[src/rtl/imm_extend_pipe.sv]
// imm_extend_pipe: RISC-V immediate extender feeding a 2-entry valid/ready FIFO.
// Ports:
//   clk, reset        rising-edge clock, synchronous active-high reset
//   in_valid/in_ready producer handshake; inst = instruction bits [31:7],
//                     immsrc = format select, in_tag = sideband carried along
//   out_valid/out_ready consumer handshake; imm/out_tag/out_illegal = head entry
//   illegal_cnt       saturating count of accepted entries with immsrc 3'b111
module imm_extend_pipe #(
    parameter int XLEN  = 32,
    parameter int TAG_W = 8,
    parameter int CNT_W = 16
) (
    input  logic             clk,
    input  logic             reset,
    input  logic             in_valid,
    output logic             in_ready,
    input  logic [24:0]      inst,
    input  logic [2:0]       immsrc,
    input  logic [TAG_W-1:0] in_tag,
    output logic             out_valid,
    input  logic             out_ready,
    output logic [XLEN-1:0]  imm,
    output logic [TAG_W-1:0] out_tag,
    output logic             out_illegal,
    output logic [CNT_W-1:0] illegal_cnt
);
    // Renumbered so field slices read exactly like the instruction encoding.
    logic [31:7]      ins;
    logic [XLEN-1:0]  ext;
    logic             ill;
    logic             push;
    logic             pop;
    logic [1:0]       count_q, count_d;
    logic [XLEN-1:0]  h_imm_q, h_imm_d, t_imm_q, t_imm_d;
    logic [TAG_W-1:0] h_tag_q, h_tag_d, t_tag_q, t_tag_d;
    logic             h_ill_q, h_ill_d, t_ill_q, t_ill_d;
    logic [CNT_W-1:0] cnt_q, cnt_d;
    logic             to_head;
    logic             to_tail;

    assign ins = inst;
    assign ill = immsrc == 3'b111;

    // Signed size casts sign-extend from the top bit of each field to XLEN.
    always_comb begin
        case (immsrc)
            3'b000:  ext = XLEN'($signed(ins[31:20]));
            3'b001:  ext = XLEN'($signed({ins[31:25], ins[11:7]}));
            3'b010:  ext = XLEN'($signed({ins[31:12], 12'b0}));
            3'b011:  ext = XLEN'($signed({ins[31], ins[19:12], ins[20], ins[30:21], 1'b0}));
            3'b100:  ext = XLEN'($signed({ins[31], ins[7], ins[30:25], ins[11:8], 1'b0}));
            3'b101:  ext = XLEN == 32 ? XLEN'(ins[24:20]) : XLEN'(ins[25:20]);
            3'b110:  ext = XLEN'(ins[19:15]);
            default: ext = '0;
        endcase
    end

    assign in_ready  = !reset && count_q != 2'd2;
    assign out_valid = count_q != 2'd0;
    assign push      = in_valid && in_ready;
    assign pop       = out_valid && out_ready;

    // New entry lands in the head when the FIFO is (or becomes) empty of older
    // entries; otherwise it queues behind the head. A pop shifts tail to head.
    assign to_head = push && (count_q == 2'd0 || (count_q == 2'd1 && pop));
    assign to_tail = push && count_q == 2'd1 && !pop;

    always_comb begin
        h_imm_d = to_head ? ext    : pop ? t_imm_q : h_imm_q;
        h_tag_d = to_head ? in_tag : pop ? t_tag_q : h_tag_q;
        h_ill_d = to_head ? ill    : pop ? t_ill_q : h_ill_q;
        t_imm_d = to_tail ? ext    : t_imm_q;
        t_tag_d = to_tail ? in_tag : t_tag_q;
        t_ill_d = to_tail ? ill    : t_ill_q;
        count_d = count_q + 2'(push) - 2'(pop);
        cnt_d   = (push && ill && cnt_q != '1) ? cnt_q + 1'b1 : cnt_q;
    end

    always_ff @(posedge clk) begin
        if (reset) begin
            count_q <= '0;
            h_imm_q <= '0;
            h_tag_q <= '0;
            h_ill_q <= 1'b0;
            t_imm_q <= '0;
            t_tag_q <= '0;
            t_ill_q <= 1'b0;
            cnt_q   <= '0;
        end else begin
            count_q <= count_d;
            h_imm_q <= h_imm_d;
            h_tag_q <= h_tag_d;
            h_ill_q <= h_ill_d;
            t_imm_q <= t_imm_d;
            t_tag_q <= t_tag_d;
            t_ill_q <= t_ill_d;
            cnt_q   <= cnt_d;
        end
    end

    // Head fields read as zero when nothing is stored, so drained entries never linger.
    assign imm         = out_valid ? h_imm_q : '0;
    assign out_tag     = out_valid ? h_tag_q : '0;
    assign out_illegal = out_valid && h_ill_q;
    assign illegal_cnt = cnt_q;
endmodule
[config.mk]
export PLATFORM = sky130hd
export DESIGN_NAME = imm_extend_pipe
export DESIGN_NICKNAME = d
export VERILOG_FILES = /design/src/rtl/imm_extend_pipe.sv
export SDC_FILE = /design/constraint.sdc
export NUM_CORES = 1
export LEC_CHECK = 0
export CORE_MARGIN = 1.5
export CORE_UTILIZATION = 55
export DETAILED_ROUTE_END_ITERATION = 16
export DONT_BUFFER_PORTS = 1
export PLACE_DENSITY_LB_ADDON = 0.05
export SYNTH_ARGS = -nofsm -noshare
export SYNTH_HDL_FRONTEND = slang
export SYNTH_SLANG_ARGS = --single-unit
[constraint.sdc]
create_clock -name clk -period 2.8 [get_ports clk]
set_clock_uncertainty 0.05 [all_clocks]
set_input_delay 0.56 -clock clk [delete_from_list [all_inputs] [get_ports clk]]
set_output_delay 0.56 -clock clk [all_outputs]
set_load 0.1 [all_outputs]
After elaboration in Yosys (flattened, before gate mapping):

Cells that the tools add are included.

* add/sub/neg operators: 3
* mux-type cells: 9
* reduce and logical (&&, ||, !) cells: 17
* equality and inequality tests: 10

Operators with widths (count)
* 32-bit one-hot mux with 7 select lines: 1
* 32-bit two-way mux: 3
* 8-bit two-way mux: 3
* 16-bit by 1-bit adder with 16-bit output, second input constant: 1
* 16-bit != test, second input constant: 1
* 3-bit equality test, second input constant: 4
* 1-bit logical AND: 10
* 3-bit by 2-bit equality test with 1-bit output, second input constant: 2
* 2-bit nonzero test: 2
* 3-bit by 1-bit equality test with 1-bit output, second input constant: 1
* 3-bit logical NOT: 1
* 2-bit by 1-bit adder with 2-bit output: 1
* 2-bit by 1-bit equality test with 1-bit output, second input constant: 1
* 1-bit logical NOT: 2
* 2-bit logical NOT: 1
* 1-bit two-way mux: 2
* 2-bit != test, second input constant: 1
* 2-bit by 1-bit subtractor with 2-bit output: 1
* 1-bit logical OR: 1

* bits in registers: 100
* output and inout port bits: 59
* logic and storage cells: 47

Depth between registers and ports, before layout:

* depth after elaboration: 6
* gate-level depth with buffers: 10
* gate-level depth less buffers: 9

Least setup slack after synthesis:

Ideal clock, no wire load.

* path type: register to output
* from: register count_q[1]
* to: output imm[29]
* data required time: 2.190 ns
* cell stages (with the launch flop): 5
* arrival: 2.534 ns
* buffers on the path: 2
* setup slack: -0.344 ns
* cell sequence: dfxtp_1 > or2_2 > clkbuf_1 > clkbuf_1 > and2_1

* cells in the longest elaborated chain, start to end: 2

Ends and longest elaborated chain
* start: declaration: RTL line 33 `logic [1:0] count_q, count_d;`
* start signal: assignment: RTL line 90 `count_q <= count_d;`
* 2-bit nonzero test: RTL line 59 `assign out_valid = count_q != 2'd0;`
* net out_valid: RTL line 20 `output logic out_valid,`
* 32-bit two-way mux: RTL line 102 `assign imm = out_valid ? h_imm_q : '0;`
* end: declaration: RTL line 22 `output logic [XLEN-1:0] imm,`

The timed path passes the listed nets, and every way through them passes these cells.

Worst setup path in the final report:

* from: register count_q[1]
* to: output imm[22]

* cells in the longest elaborated chain, start to end: 2

Ends and longest elaborated chain (RTL line)
* 2-bit nonzero test: 59
* 32-bit two-way mux: 102

Every way passes these cells.

==> impl_metrics.json <==
{
  "start_kind": "register",
  "yosysWarnings": 0,
  "final_cell_mix": "100 x dfxtp_1, 73 x a211oi_1, 62 x nor2_1",
  "grt_start_max_net_pins": 97,
  "rows": 33,
  "synthCells": 562,
  "final_common_cell": "dfxtp_1",
  "netlist_area_um2": 4800,
  "grt_pass1_vias": 3884,
  "first_iter_violations": 200,
  "maxSlewViolCount": 0,
  "finalWirelength_um": 11610,
  "crit_buf_inv": 2,
  "cap_violations": 0,
  "synth_nets": 605,
  "run_status": "completed",
  "period_share": 0.8669,
  "tightest_slew_ns": 0.9643,
  "crit_family": "simple AND/OR/NAND/NOR gates",
  "io_pins": 99,
  "cp.arrival_ns": 1.82,
  "drt-wirelength-per-cell_um": 16.49,
  "hp-class": "in -> reg",
  "vdd_drop_max_v": 0.0004525,
  "drc_errors": 0,
  "cp_common_cell": "buf_12",
  "dp_hpwl_um": 7952,
  "ant_nets": 0,
  "layout.nets": 637,
  "slowest_delay_ns": 0.48,
  "dr.pass1.iters": 4,
  "io_buffers": 0,
  "syn_avg_cell_area_um2": 8.540,
  "cts_tree": "built",
  "max_slew_margin": 0.3571,
  "instances_no_fill": 704,
  "ys_ff_latch": 100,
  "critPathKind": "reg -> out",
  "cp_slowest_cell": "or2_2",
  "clock_path_buffers": 2,
  "clock-sinks": 100,
  "end_kind": "output pin",
  "antenna_found_initial": 0,
  "clk_latency_ns": 0.35,
  "grtUsageTotal": 0.2612,
  "dp_cells": 688,
  "hold_buffers": 0,
  "setup_violations": 0,
  "die_area_um2": 9296,
  "clk_pin_slew_worst_paths_ns": 0.08,
  "via_per_inst": 5.876,
  "timing.fmax_mhz": 412.0,
  "leakage_nw": 2.470,
  "die_w_um": 96.42,
  "n_antenna_cell": 0,
  "fin_crit_ns": 2.427,
  "setup_tns_ns": 0,
  "fill_cells": 646,
  "synthDistinctLibCells": 42,
  "yosysSeqAreaShare": 0.4171,
  "rr_startpoint": "count_q[0]",
  "grt_first_pass_wirelength_um": 18910,
  "cts_resized": 0,
  "hold_viol": 0,
  "vias": 4137,
  "critPathLaunch": "count_q[1]",
  "drive_gt1_frac": 0.1569,
  "critPathRequiredTime_ns": 2.19,
  "worstHoldStart": "reset",
  "grt_overflow_total": 0,
  "grt_setup_unrepaired": "no",
  "htree_levels": 3,
  "crit_fanout": 23,
  "pwr_density_cell_nw_per_um2": 731.3,
  "initial_core_util": 0.5755,
  "syn_to_final_growth_pct": 26.72,
  "place_congestion": 0.7743,
  "cts_buffers": 9,
  "post-cts-setup-buffer-count": 0,
  "cts_root_buf": "clkbuf_8",
  "core-area_um2": 8341,
  "cp_cell_sequence": "or2_2, buf_12, and2_1, buf_12",
  "die_y_um": 96.42
}
[area by class of cell]
cell class,count,area (um2),area share
multi-input combinational,407,2589,0.4256
timing repair buffer,70,1089,0.1790
sequential,100,2002,0.3292
clock buffer,10,137.6,0.02263
tap,105,131.4,0.02160
clock inverter,6,111.4,0.01831
inverter,6,22.52,0.003703
[registers in the layout, summed over array words and instances, names as in the netlist]
signal / cells
count_q: 2
t_tag_q: 8
t_ill_q: 1
h_tag_q: 8
h_imm_q: 32
h_ill_q: 1
t_imm_q: 32
illegal_cnt: 16
[stage by stage]
| step | hold WS (ns) | total power, mW | cell area, um2 | setup slack (ns) | utilization |
|---|---|---|---|---|---|
| 2_1_floorplan | 0.3857 | 2.858 | 4803 | 0.05000 | - |
| 5_1_grt | 0.2026 | 4.634 | 6082 | 0.2350 | 0.7292 |
| 6_report | 0.2320 | 4.448 | 6082 | 0.3728 | 0.7292 |
| 3_3_place_gp | 0.3851 | 3.364 | 5833 | 0.5204 | 0.6994 |
| 4_1_cts | 0.2022 | 4.484 | 6082 | 0.3440 | 0.7292 |
| 3_5_place_dp | 0.3914 | 3.392 | 5833 | 0.4670 | 0.6994 |
[report_power, final]
part | switching [mW] | leakage, nW | total [mW] | internal (mW)
Clock | 0.472 | 0.122 | 1.09 | 0.618
Combinational | 1.12 | 1.53 | 1.74 | 0.616
Sequential | 0.0686 | 0.813 | 1.62 | 1.55
Total | 1.66 | 2.47 | 4.45 | 2.78
[layer usage]
layer | up-vias | global-route usage | wire length, um
li1 | 2057 | - | -
met1 | 1949 | 0.3486 | 5169
met2 | 122 | 0.4266 | 5594
met3 | 9 | 0.06103 | 731
met4 | 0 | 0.06643 | 112
met5 | - | 0 | 0
[kinds of logic (layout without fill, tap and decap cells)]
group	after synthesis	count (layout)	synth area share
xor gates and xnor gates	11	11	0.02007
AOI/OAI and AO/OA	134	134	0.1864
buffers and inverters	55	92	0.04614
adders and majority gates	3	3	0.007821
DFF	100	100	0.4171
muxes	51	51	0.1066
and+or+nand+nor	208	208	0.2159
[Yosys cell counts, drive strengths merged]
library cell / number / share of area
xor2: 2 / 0.0037
nor4b: 1 / 0.0018
ha: 3 / 0.0078
xnor2: 9 / 0.016
mux2: 1 / 0.0023
a221oi: 1 / 0.0018
a211oi: 73 / 0.11
and3b: 1 / 0.0018
and2b: 1 / 0.0016
a31oi: 1 / 0.0013
or2: 2 / 0.0026
and2: 43 / 0.056
o21ai: 9 / 0.0094
a22oi: 5 / 0.0078
o22ai: 1 / 0.0013
or3: 5 / 0.0065
clkbuf: 40 / 0.031
nor2: 63 / 0.049
buf: 9 / 0.010
nand2b: 2 / 0.0042
or4: 1 / 0.0016
a311oi: 1 / 0.0018
nand3: 15 / 0.016
nand4: 1 / 0.0013
and3: 14 / 0.018
o31ai: 1 / 0.0016
o311ai: 1 / 0.0018
dfxtp: 100 / 0.42
o41ai: 1 / 0.0018
inv: 6 / 0.0047
nor4: 4 / 0.0052
a21o: 1 / 0.0016
mux2i: 50 / 0.10
nand2: 35 / 0.027
nor3: 14 / 0.015
or2b: 1 / 0.0016
nor2b: 5 / 0.0065
a2111o: 1 / 0.0023
a21oi: 38 / 0.040
[path summary, 6_finish.rpt]
path                     end  slack, ns  cells after the start
max                  imm[22]       0.37                      4
min              h_imm_q[12]       0.23                      1
max reg2reg  illegal_cnt[15]       0.58                      5
min reg2reg       t_tag_q[2]       0.41                      2
Note: power is estimated with default switching activity, not from simulation.
